===== config.mk =====
export PLATFORM = sky130hd
export DESIGN_NAME = timer_control
export DESIGN_NICKNAME = d
export VERILOG_FILES = /design/src/rtl/timer_control.sv
export SDC_FILE = /design/constraint.sdc
export NUM_CORES = 1
export LEC_CHECK = 0
export CAP_MARGIN = 25
export CORE_ASPECT_RATIO = 0.8
export CORE_UTILIZATION = 67
export CTS_CLUSTER_DIAMETER = 120
export DETAILED_ROUTE_END_ITERATION = 8
export DONT_BUFFER_PORTS = 1
export GPL_TIMING_DRIVEN = 0
export PLACE_DENSITY = 0.83
export SYNTH_ARGS = -nofsm -noshare
export SYNTH_HDL_FRONTEND = slang
export SYNTH_SLANG_ARGS = --single-unit
export TNS_END_PERCENT = 30

===== constraint.sdc =====
create_clock -name clk -period 5.4 [get_ports clk]
set_clock_uncertainty 0.2 [all_clocks]
set_input_delay 0 -clock clk [delete_from_list [all_inputs] [get_ports clk]]
set_output_delay 0 -clock clk [all_outputs]
set_load 0.02 [all_outputs]

===== src/rtl/timer_control.sv =====
// timer_control
// Control stage in front of a four-digit BCD down-counter chain. It turns
// start/stop/set button events into count enables, load and clear pulses. It
// also divides the system clock down to the count tick and flags completion
// when the chain reaches 0000.
module timer_control #(
  parameter int TICK_DIV = 50_000_000
) (
  input  logic       clk,
  input  logic       clear,
  input  logic       start_btn,
  input  logic       stop_btn,
  input  logic       set_btn,
  input  logic [3:0] nz,
  output logic [3:0] en_n,
  output logic [3:0] hi_nz,
  output logic       load,
  output logic       cnt_clr,
  output logic       alarm,
  output logic [1:0] state
);

  typedef enum logic [1:0] {
    S_IDLE  = 2'b00,
    S_RUN   = 2'b01,
    S_PAUSE = 2'b10,
    S_DONE  = 2'b11
  } state_t;

  // Prescaler spans 0..TICK_DIV-1; at least one bit even for TICK_DIV=2.
  localparam int PW = (TICK_DIV > 2) ? $clog2(TICK_DIV) : 1;
  localparam logic [PW-1:0] PRESC_LAST = PW'(TICK_DIV - 1);
  // en_n is registered, so the tick pattern is armed one cycle before the
  // prescaler reaches its last value. The enable is then low exactly while
  // the prescaler sits at TICK_DIV-1.
  localparam logic [PW-1:0] PRESC_ARM  = PW'(TICK_DIV - 2);

  state_t          state_q;
  logic [PW-1:0]   presc;
  logic            start_prev;
  logic            stop_prev;
  logic            set_prev;
  logic            start_ev;
  logic            stop_ev;
  logic            set_ev;
  logic            any_nz;
  logic [3:0]      tick_en_n;

  assign state  = state_q;
  assign any_nz = |nz;

  // Rising-edge events. The previous-value registers come out of reset at 1,
  // so a button held through reset produces no event.
  assign start_ev = start_btn & ~start_prev;
  assign stop_ev  = stop_btn  & ~stop_prev;
  assign set_ev   = set_btn   & ~set_prev;

  // Borrow qualifier: digit i may borrow from above only if some higher digit
  // is nonzero. The top digit never has anything above it.
  assign hi_nz = {1'b0, nz[3], |nz[3:2], |nz[3:1]};

  // Enable pattern for one count-down step: digit 0 always moves; digit i
  // moves only when every digit below it is zero, so it receives the borrow.
  always_comb begin
    // NOTE: every always_comb output gets a default first so no path can leave it unassigned and infer a latch.
    tick_en_n    = 4'b1111;
    tick_en_n[0] = 1'b0;
    tick_en_n[1] = nz[0];
    tick_en_n[2] = |nz[1:0];
    tick_en_n[3] = |nz[2:0];
  end

  // Button history, FSM, prescaler and all registered outputs.
  always_ff @(posedge clk or posedge clear) begin
    if (clear) begin
      state_q    <= S_IDLE;
      presc      <= '0;
      en_n       <= 4'b1111;
      load       <= 1'b0;
      cnt_clr    <= 1'b0;
      alarm      <= 1'b0;
      start_prev <= 1'b1;
      stop_prev  <= 1'b1;
      set_prev   <= 1'b1;
    end else begin
      // NOTE: non-blocking assignments keep every register reading the pre-edge values of the others.
      start_prev <= start_btn;
      stop_prev  <= stop_btn;
      set_prev   <= set_btn;

      // Pulse outputs fall back to idle unless a branch below raises them.
      en_n    <= 4'b1111;
      load    <= 1'b0;
      cnt_clr <= 1'b0;

      case (state_q)
        S_IDLE: begin
          if (set_ev) begin
            load <= 1'b1;
          end else if (stop_ev) begin
            cnt_clr <= 1'b1;
          end else if (start_ev && any_nz) begin
            state_q <= S_RUN;
            presc   <= '0;
          end
        end

        S_RUN: begin
          presc <= (presc == PRESC_LAST) ? '0 : presc + 1'b1;
          // Reaching 0000 outranks a stop request. Set is not accepted while
          // counting.
          if (!any_nz) begin
            state_q <= S_DONE;
            alarm   <= 1'b1;
          end else if (stop_ev) begin
            state_q <= S_PAUSE;
          end else if (presc == PRESC_ARM) begin
            en_n <= tick_en_n;
          end
        end

        S_PAUSE: begin
          // The prescaler holds here and restarts from zero on resume.
          if (set_ev) begin
            load    <= 1'b1;
            state_q <= S_IDLE;
          end else if (stop_ev) begin
            cnt_clr <= 1'b1;
            state_q <= S_IDLE;
          end else if (start_ev && any_nz) begin
            state_q <= S_RUN;
            presc   <= '0;
          end
        end

        S_DONE: begin
          if (set_ev) begin
            load    <= 1'b1;
            state_q <= S_IDLE;
            alarm   <= 1'b0;
          end else if (stop_ev) begin
            state_q <= S_IDLE;
            alarm   <= 1'b0;
          end
        end

        default: begin
          state_q <= S_IDLE;
          alarm   <= 1'b0;
        end
      endcase
    end
  end

endmodule


==> results.yml <==
outcome:
  status: "complete, no violations"
critical_path:
  r2r_end: "en_n[3]$_DFF_PP1_"
  crit_arrival_ps: 3010
  ff2ff_path_depth: 6
  crit_type: "flop to flop"
  required_ps: 5420
  r2r_setup_slack_ps: 2410
  critPathMaxFanout: 6
  start_kind: "flop"
  cp-end-kind: "flop"
  rr_startpoint: "presc[8]$_DFFE_PP0P_"
logic_synthesis:
  yosys.area_share.adder: 0.01241
  synth.distinct_cells: 46
  seq_area_frac_synth: 0.4761
  synth-simple-area-share: 0.3215
  avgSynthCellArea_um2: 9.375
  yosys-mux-area-fraction: 0
  netlist_instances: 215
  yosys.area_share.xor_xnor: 0.04345
  synth_compound_area_frac: 0.1074
  synth_top_family_by_area: "simple AND/OR/NAND/NOR gates"
  synth_area_um2: 2016
  synth_edf_count: 0
  synth_seq_cells: 38
  syn_nets: 226
  ys_warn_count: 0
  synth_flop_cell: "dfrtp_1"
  async_reset_ff_frac: 1.000
clock_tree:
  cts_setup_buffers: 0
  cts_buffer_depth: 2
  post_cts_resized: 0
  cts_tree: "built"
  path_clk_slew_ps: 80
  h-tree-depth: 2
  numCtsBuffers: 5
  insertion_delay_ps: 290
  cts-root-buf: "clkbuf_8"
  cts_sinks: 38
  hold_buffers: 9
timing:
  fin_tns_setup_ps: 0
  hold_slack_ps: 76.18
  rsz0062_at_grt: "no"
  fin_crit_ps: 2990
  slew_violations: 0
  hold_violations: 0
  timing.slew.headroom: 0.4851
  fin_crit_sh: 0.5537
  setup_viol: 0
  worst_pin_slew_ps: 767.2
  fmax_ghz: 0.3345
grt:
  overflow: 0
  antenna_found_initial: 0
  grt_pass1_vias: 1805
  grtUsageTotal: 0.3417
  grt_first_pass_wirelength_mm: 8.300
  grt_max_degree: 23
flow_run:
  cap_violations: 0
drt:
  routedWlPerCell_um: 18.25
  routed_wl_mm: 4.946
  wl_met2_mm: 2.397
  route.detailed.drc: 0
  drtAntennaViolNets: 0
  first_iter_violations: 243
  highest_layer: "met4"
  routed-via-count: 1819
  met1Wirelength_mm: 2.064
  drt_pass1_iterations: 5
  drt-vias-per-instance: 6.712
  route.met3.wl_um: 399
floorplanning:
  dieArea_um2: 3233
  top_level_ports: 22
  die_h_um: 51.06
  fp-row-count: 17
  start_util: 0.7179
  coreArea_um2: 2808
  die_w_um: 63.33
cells_and_area:
  mostFrequentLayoutCell: "dfrtp_1"
  syn_to_final_growth_pct: 12.73
  final_cell_mix: "dfrtp_1, nand2_1, nand3_1"
  layout-drive-gt1-share: 0.1288
  diodes: 0
  nNetsFinal: 243
  utilization: 0.8093
power_and_ir_drop:
  worst_ir_drop_vdd_uv: 252.4
  p_per_area_nw_per_um2: 341.7
  p_leak_nw: 0.8910
placement:
  dpl.hpwl_mm: 3.369
  io_buffer_count: 0
  gp_congestion: 0.8784
worst_hold_path:
  min_path_type: "input pin to async pin"
cells in the mapped netlist, types with 2 or more instances:
cell type / instances / area share
buf_4: 2 / 0.0074
inv_1: 7 / 0.013
and2_1: 2 / 0.0062
nor3b_1: 2 / 0.0074
nand4_1: 11 / 0.034
and4_1: 3 / 0.013
and3_1: 3 / 0.0093
nor4_1: 6 / 0.019
nor3_1: 4 / 0.0099
or3_1: 12 / 0.037
or4_1: 2 / 0.0074
dfrtp_1: 31 / 0.38
dfstp_2: 7 / 0.091
nand3_1: 15 / 0.037
nand2b_1: 2 / 0.0062
or2_2: 3 / 0.0093
clkbuf_1: 5 / 0.0093
a21oi_1: 9 / 0.022
o21ai_0: 13 / 0.032
nor2_1: 14 / 0.026
or4_4: 2 / 0.011
nand2_1: 25 / 0.047
ha_1: 2 / 0.012
xnor2_1: 9 / 0.039
buf_2: 3 / 0.0074
cell families after synthesis:
| group | Yosys count |
|---|---|
| fa+ha+maj | 2 |
| simple gates | 114 |
| xor+xnor | 10 |
| other cells | 1 |
| flops | 38 |
| buf+inv | 17 |
| compound gates | 33 |
cell type report:
| type | count | area (um^2) |
|---|---|---|
| tap | 38 | 47.55 |
| inverter | 7 | 26.28 |
| timing repair buffer | 10 | 117.6 |
| clock buffer | 7 | 86.33 |
| clock inverter | 1 | 5.005 |
| buffer | 10 | 48.80 |
| multi-input combinational | 160 | 980.9 |
| sequential | 38 | 959.7 |
| fill | 185 | 535.5 |
state kept, by name, indices dropped and copies added, names as in the netlist:
register,count
state,2
en_n,4
load,1
set_prev,1
start_prev,1
presc,26
cnt_clr,1
alarm,1
stop_prev,1
metal layers:
metal  track usage  vias up
li1              -      805
met1        0.4552      891
met2        0.5603      110
met3       0.05580       13
met4        0.1439        0
met5             0        -
worst max-delay path, stage by stage, from the launching register on:
cell,delay [ps]
dfrtp_1,440
nor4b_1,510
nand2_1,100
or4_4,550
or3_4,350
or2_1,220
dlygate4sd3_1,560
power by group:
group	total [mW]	leakage [nW]	switching, mW	internal [mW]
combinational	0.214	0.348	0.151	0.0628
sequential	0.362	0.495	0.0508	0.311
clock	0.200	0.0482	0.0970	0.103
how the worst max path moves through the flow:
stage / start / to / slack (ps) / cells past startpoint
finish: presc[8]$_DFFE_PP0P_ / en_n[3]$_DFF_PP1_ / 2410 / 6
global route: presc[8]$_DFFE_PP0P_ / en_n[3]$_DFF_PP1_ / 2340 / 6
CTS: presc[8]$_DFFE_PP0P_ / en_n[3]$_DFF_PP1_ / 2470 / 6
detailed placement: state[0]$_DFFE_PP0P_ / presc[25]$_DFFE_PP0P_ / 2940 / 5
global placement: state[0]$_DFFE_PP0P_ / presc[25]$_DFFE_PP0P_ / 2980 / 5
floorplan: state[0]$_DFFE_PP0P_ / presc[25]$_DFFE_PP0P_ / 3110 / 5
per-stage QoR:
stage	cells	area, um^2	power (mW)	setup WS (ps)
2_1_floorplan	215	2016	0.4982	3114
3_3_place_gp	253	2063	0.5541	2976
3_5_place_dp	254	2091	0.5688	2943
4_1_cts	271	2272	0.7724	2470
5_1_grt	271	2272	0.8107	2342
6_report	271	2272	0.7765	2410
Power figures use the tool's default switching activity.
